**src/rtl/io_pkg.sv**
```systemverilog
// io_pkg -- shared constants for the memory-mapped I/O controller.
//   * Register offsets within the I/O window (byte offsets, word aligned).
//   * Width of the window offset field (addr[WIN_W-1:0]).
//   * Active-low seven-segment table, bit6..0 = g..a, indexed by hex digit.
package io_pkg;

    localparam int WIN_W = 8;

    localparam logic [WIN_W-1:0] OFF_HEXVAL  = 8'h00;
    localparam logic [WIN_W-1:0] OFF_LEDVAL  = 8'h04;
    localparam logic [WIN_W-1:0] OFF_KEYDATA = 8'h10;
    localparam logic [WIN_W-1:0] OFF_KEYCTL  = 8'h14;
    localparam logic [WIN_W-1:0] OFF_SWDATA  = 8'h20;
    localparam logic [WIN_W-1:0] OFF_TCNT    = 8'h30;
    localparam logic [WIN_W-1:0] OFF_TLIM    = 8'h34;
    localparam logic [WIN_W-1:0] OFF_TCTL    = 8'h38;

    // Entry 0 sits in the lowest slice, so SEG_TABLE[d] is the pattern for digit d.
    localparam logic [15:0][6:0] SEG_TABLE = {
        7'h0E, 7'h06, 7'h21, 7'h46,   // F E D C
        7'h03, 7'h08, 7'h10, 7'h00,   // B A 9 8
        7'h78, 7'h02, 7'h12, 7'h19,   // 7 6 5 4
        7'h30, 7'h24, 7'h79, 7'h40    // 3 2 1 0
    };

endpackage

```
**src/rtl/hex_digit_decoder.sv**
```systemverilog
// hex_digit_decoder -- combinational 0-F to seven-segment decoder.
// Ports:
//   digit  in  4  hex value to display
//   seg    out 7  active-low segments, bit6..0 = g..a
module hex_digit_decoder
    import io_pkg::*;
(
    input  logic [3:0] digit,
    output logic [6:0] seg
);

    assign seg = SEG_TABLE[digit];

endmodule

```
**src/rtl/io_controller.sv**
```systemverilog
// io_controller -- memory-mapped I/O between the core data port and the DE-board pins.
// Ports:
//   CLOCK_50      in  1   system clock, all state on its rising edge
//   FPGA_RESET_N  in  1   synchronous reset, active-high
//   addr          in  32  byte address (addr[1:0] ignored)
//   wdata         in  32  write data
//   we / re       in  1   write / read strobes
//   rdata         out 32  registered read data, holds when re = 0
//   SW            in  10  raw switches (asynchronous)
//   KEY           in  4   raw pushbuttons, active-low (asynchronous)
//   LEDR          out 10  LED drive
//   HEX0..HEX5    out 7   active-low segment drive, bit6..0 = g..a
module io_controller
    import io_pkg::*;
#(
    parameter int          TICK_DIV = 50000,
    parameter logic [31:0] IO_BASE  = 32'hF000_0000
) (
    input  logic        CLOCK_50,
    input  logic        FPGA_RESET_N,
    input  logic [31:0] addr,
    input  logic [31:0] wdata,
    input  logic        we,
    input  logic        re,
    output logic [31:0] rdata,
    input  logic [9:0]  SW,
    input  logic [3:0]  KEY,
    output logic [9:0]  LEDR,
    output logic [6:0]  HEX0,
    output logic [6:0]  HEX1,
    output logic [6:0]  HEX2,
    output logic [6:0]  HEX3,
    output logic [6:0]  HEX4,
    output logic [6:0]  HEX5
);

    localparam int PW = (TICK_DIV > 1) ? $clog2(TICK_DIV) : 1;

    logic [23:0]    hex_val;
    logic [9:0]     led_val;
    logic [3:0]     key_p0, key_p1, key_p2;
    logic [9:0]     sw_p0, sw_p1;
    logic [3:0]     key_flag;
    logic [PW-1:0]  presc;
    logic [31:0]    tcnt, tlim;
    logic           expired;
    logic [31:0]    rd_mux;

    logic unused_addr_lsbs;
    assign unused_addr_lsbs = ^addr[1:0];

    // Bus decode: window match on the upper bits, word offset in the low byte.
    logic             in_win;
    logic [WIN_W-1:0] off;
    assign in_win = (addr[31:WIN_W] == IO_BASE[31:WIN_W]);
    assign off    = {addr[WIN_W-1:2], 2'b00};

    logic wr_hex, wr_led, wr_keyctl, wr_tlim, wr_tctl;
    assign wr_hex    = we && in_win && (off == OFF_HEXVAL);
    assign wr_led    = we && in_win && (off == OFF_LEDVAL);
    assign wr_keyctl = we && in_win && (off == OFF_KEYCTL);
    assign wr_tlim   = we && in_win && (off == OFF_TLIM);
    assign wr_tctl   = we && in_win && (off == OFF_TCTL);

    // Press detect on the synchronised, inverted KEY: rising edge of key_p1.
    logic [3:0] key_set;
    assign key_set = key_p1 & ~key_p2;

    // Timer tick: prescaler wrap while enabled; expiry when the count reaches TLIM-1.
    // A TLIM write restarts everything, so it suppresses the tick in that cycle.
    logic presc_wrap, tick, tmr_set;
    assign presc_wrap = (presc == PW'(TICK_DIV - 1));
    assign tick       = presc_wrap && (tlim != 32'd0) && !wr_tlim;
    assign tmr_set    = tick && (tcnt == tlim - 32'd1);

    always_comb begin
        rd_mux = 32'd0;
        if (in_win) begin
            case (off)
                OFF_HEXVAL:  rd_mux = {8'd0, hex_val};
                OFF_LEDVAL:  rd_mux = {22'd0, led_val};
                OFF_KEYDATA: rd_mux = {28'd0, key_p1};
                OFF_KEYCTL:  rd_mux = {28'd0, key_flag};
                OFF_SWDATA:  rd_mux = {22'd0, sw_p1};
                OFF_TCNT:    rd_mux = tcnt;
                OFF_TLIM:    rd_mux = tlim;
                OFF_TCTL:    rd_mux = {31'd0, expired};
                default:     rd_mux = 32'd0;
            endcase
        end
    end

    always_ff @(posedge CLOCK_50) begin
        if (FPGA_RESET_N) begin
            hex_val  <= '0;
            led_val  <= '0;
            key_p0   <= '0;
            key_p1   <= '0;
            key_p2   <= '0;
            sw_p0    <= '0;
            sw_p1    <= '0;
            key_flag <= '0;
            presc    <= '0;
            tcnt     <= '0;
            tlim     <= '0;
            expired  <= 1'b0;
            rdata    <= '0;
        end else begin
            // Synchroniser stage 0 -> 1, plus edge-detect history in key_p2
            key_p0 <= ~KEY;
            key_p1 <= key_p0;
            key_p2 <= key_p1;
            sw_p0  <= SW;
            sw_p1  <= sw_p0;

            if (wr_hex) hex_val <= wdata[23:0];
            if (wr_led) led_val <= wdata[9:0];

            // Set dominates a coincident write-1-to-clear.
            key_flag <= (key_flag & ~(wr_keyctl ? wdata[3:0] : 4'd0)) | key_set;
            expired  <= (expired & ~(wr_tctl & wdata[0])) | tmr_set;

            presc <= (wr_tlim || presc_wrap) ? '0 : presc + PW'(1);
            if (wr_tlim) begin
                tlim <= wdata;
                tcnt <= '0;
            end else if (tick) begin
                tcnt <= tmr_set ? 32'd0 : tcnt + 32'd1;
            end

            // Read stage: old register contents are captured, so read-during-write sees the old value.
            if (re) rdata <= rd_mux;
        end
    end

    assign LEDR = led_val;

    hex_digit_decoder u_hex0 (.digit(hex_val[3:0]),   .seg(HEX0));
    hex_digit_decoder u_hex1 (.digit(hex_val[7:4]),   .seg(HEX1));
    hex_digit_decoder u_hex2 (.digit(hex_val[11:8]),  .seg(HEX2));
    hex_digit_decoder u_hex3 (.digit(hex_val[15:12]), .seg(HEX3));
    hex_digit_decoder u_hex4 (.digit(hex_val[19:16]), .seg(HEX4));
    hex_digit_decoder u_hex5 (.digit(hex_val[23:20]), .seg(HEX5));

endmodule

```
**config.mk**
```make
export PLATFORM = sky130hd
export DESIGN_NAME = io_controller
export DESIGN_NICKNAME = d
export VERILOG_FILES = /design/src/rtl/io_pkg.sv /design/src/rtl/hex_digit_decoder.sv /design/src/rtl/io_controller.sv
export SDC_FILE = /design/constraint.sdc
export NUM_CORES = 1
export LEC_CHECK = 0
export CAP_MARGIN = 20
export CORE_MARGIN = 1.5
export CORE_UTILIZATION = 49
export DETAILED_ROUTE_END_ITERATION = 6
export PLACE_DENSITY = 0.73
export SLEW_MARGIN = 20
export SYNTH_ARGS = -nofsm -noshare
export SYNTH_HDL_FRONTEND = slang
export SYNTH_SLANG_ARGS = --single-unit
```
**constraint.sdc**
```tcl
create_clock -name CLOCK_50 -period 4.4 [get_ports CLOCK_50]
set_clock_uncertainty 0.2 [all_clocks]
set_input_delay 0.66 -clock CLOCK_50 [delete_from_list [all_inputs] [get_ports CLOCK_50]]
set_output_delay 0.66 -clock CLOCK_50 [all_outputs]
set_load 0.01 [all_outputs]
```
==> out/metrics.cfg <==
[pwr]
peakVddDrop_mv = 0.2854
power_density_mw_per_mm2 = 310.7
leakagePower_uw = 0.005402

[run_status]
status = finished clean

[synthesis]
synth.avg_cell_area_sq_um = 8.647
yosysWarningCount = 0
ys_seq_area_frac = 0.4063
syn_nets = 1403
syn_area_sq_mm = 0.01109
synth-edff-count = 0
synth_ff_type = dfxtp_1
ys_top_cells_by_area = dfxtp_1, nor2_1, mux2i_1, nand2_1, a21oi_1
synthCells = 1282
yosys.cell_types.count = 71
synth_seq_cells = 225
yosysTopAreaCell = dfxtp_1
synthArstFlopShare = 0
synth_top_area_share = 0.4063

[final_layout]
regArea_sq_mm = 0.004504
fillers = 1935
num_antenna_cells = 0
layout-drive-gt1-share = 0.09464
multi_input_area_sq_mm = 0.006075
area_delta_synth_final_pct = 24.48
final_core_util = 0.6265
fin_cells = 1717
final_nets = 1543

[job]
drv_cap = 0

[clock_network]
cts_buffers = 25
h-tree-depth = 1
cts_sinks = 225
cts_root_buffer = clkbuf_16
insertion_delay_ps = 540
path_clk_slew_ps = 60
cts_tree = yes
postCtsSetupBuffers = 0
cts_hold_buf = 0
cts_resized = 0
cts_max_path_buffers = 3

[place]
portBuffers = 163
gp_congestion = 0.8866
placed_cells = 1675
dp_hpwl_mm = 20.22

[worst_setup_path]
start_kind = flip-flop
cp_max_fo = 19
cp_cell_sequence = inv_1 -> ha_1 -> nor4b_2 -> nand4_4 -> xnor2_2 -> nand4_1 -> or4_1 -> or4_4 -> nor4_4 -> buf_4 -> o21ba_1
crit_arrival_ps = 4070
crit_required_ps = 4680
end_kind = flip-flop
setup.worst_path.class = flip-flop to flip-flop
cpMaxStageDelayCell = or4_1
slowest_delay_ps = 540

[timing]
worst_pin_slew_ps = 859.0
max_freq_mhz = 263.5
slew_headroom = 0.4193
rsz0062_at_grt = false
tns_ps = 0
setup_viol = 0
drv_slew = 0
hold_viol_final = 0
finalCritPeriodShare = 0.8624
fin_crit_ps = 3795

[drt]
drt_first_pass_iters = 7
drt_wl_total_mm = 28.59
via_per_inst = 5.570
routedWlPerCell_um = 16.65
ant_nets = 0
drc_errors = 0
first_iter_violations = 636
vias = 9564

[floorplanning]
core_area_sq_mm = 0.02203
rows = 54
initial_core_util = 0.5033
die_w_um = 153.4
die_area_sq_mm = 0.02353
io-pin-count = 166
die_y_um = 153.4

[global_routing]
globalRouteTotalUtil = 0.2419
overflow = 0
grt_pass1_wl_mm = 47.18
grt_pass1_vias = 9357
grt_max_degree = 82
antenna_found_initial = 0

[min_path]
hold_path_class = flip-flop to flip-flop

## per-stage QoR
step	total power, uW	hold WS [ps]	area (sq um)	setup slack [ps]
CTS	4328	234.8	13800	612.3
floorplan	2166	213.8	11090	467.6
detailed placement	2270	220.4	12990	265.3
finish	4288	231.8	13800	605.4
global placement	2268	222.1	12990	277.1
global route	4424	254.4	13800	389.8
## worst max-delay path, delay by kind of cell (launching register included)
family / cells / cell delay [ps]
buffers and inverters: 2 / 490
DFF: 1 / 380
xor gates and xnor gates: 1 / 230
adders and majority gates: 1 / 260
AOI/OAI and AO/OA: 1 / 170
and+or+nand+nor: 6 / 2010
## cell type report
type | instances | area share
Clock inverter | 8 | 0.008070
Multi-Input combinational cell | 933 | 0.4402
Inverter | 40 | 0.01088
Sequential cell | 225 | 0.3264
Timing Repair Buffer | 197 | 0.1384
Clock buffer | 34 | 0.05068
Tap cell | 280 | 0.02539
## sequential cells by signal, summed over array words and instances, names as in the netlist, 10 cells and up
| name | flops |
|---|---|
| rdata | 32 |
| tcnt | 32 |
| tlim | 32 |
| hex_val | 24 |
| presc | 16 |
| LEDR | 10 |
| sw_p0 | 10 |
| sw_p1 | 10 |
## routing by layer
metal,vias up,global-route usage,routed length (um)
met5,-,0,0
met4,0,0.06750,696
met1,4495,0.3145,12670
li1,4740,-,-
met3,45,0.04990,2074
met2,284,0.4069,13150
## logic make-up after synthesis
group / count (synthesis) / synth area share
AND/OR/NAND/NOR: 524 / 0.2524
adder cells (fa/ha/maj): 39 / 0.04402
XOR/XNOR: 89 / 0.07099
buffers and inverters: 124 / 0.04662
AO/OA/AOI/OAI: 225 / 0.1290
flip-flops: 225 / 0.4063
multiplexers: 56 / 0.05068
## synth_stat cells (all sizes together), types with 21 or more instances
library cell and instances:
nor3 54, xnor2 48, a21oi 99, mux2i 55, nand3 34, o21ai 29, buf 21, nor2b 35
inv 40, clkbuf 63, nand2 136, dfxtp 225, a222oi 21, nor2 154, xor2 41, ha 39
## power by group
| part | total [uW] | internal, uW | switching [uW] |
|---|---|---|---|
| Clock | 2060 | 1230 | 832 |
| Sequential | 2060 | 2050 | 6.36 |
| Combinational | 165 | 87.4 | 77.2 |
| Total | 4290 | 3370 | 915 |
## final timing paths
kind / startpoint / to / slack, ps / depth (start not counted)
min reg2reg: sw_p0[4] / sw_p1[4] / 230 / 1
max: tlim[0] / expired / 610 / 11
max reg2reg: tlim[0] / expired / 610 / 11
min: sw_p0[4] / sw_p1[4] / 230 / 1
## cells in the final DEF, fill, tap and decap left out, drive strengths merged, types with 7 or more instances in the layout
| master | count |
|---|---|
| dfxtp | 225 |
| clkdlybuf4s50 | 162 |
| nor2 | 154 |
| nand2 | 136 |
| a21oi | 99 |
| mux2i | 55 |
| nor3 | 54 |
| xnor2 | 48 |
| inv | 42 |
| xor2 | 41 |
| ha | 39 |
| nor2b | 35 |
| buf | 35 |
| nand3 | 34 |
| clkbuf | 34 |
| o21ai | 29 |
| a222oi | 21 |
| a22oi | 20 |
| o22ai | 19 |
| and3 | 18 |
| nand4 | 16 |
| nor4 | 15 |
| or2 | 13 |
| or4 | 10 |
| or3 | 7 |
Note: power is estimated with default switching activity, not from simulation.
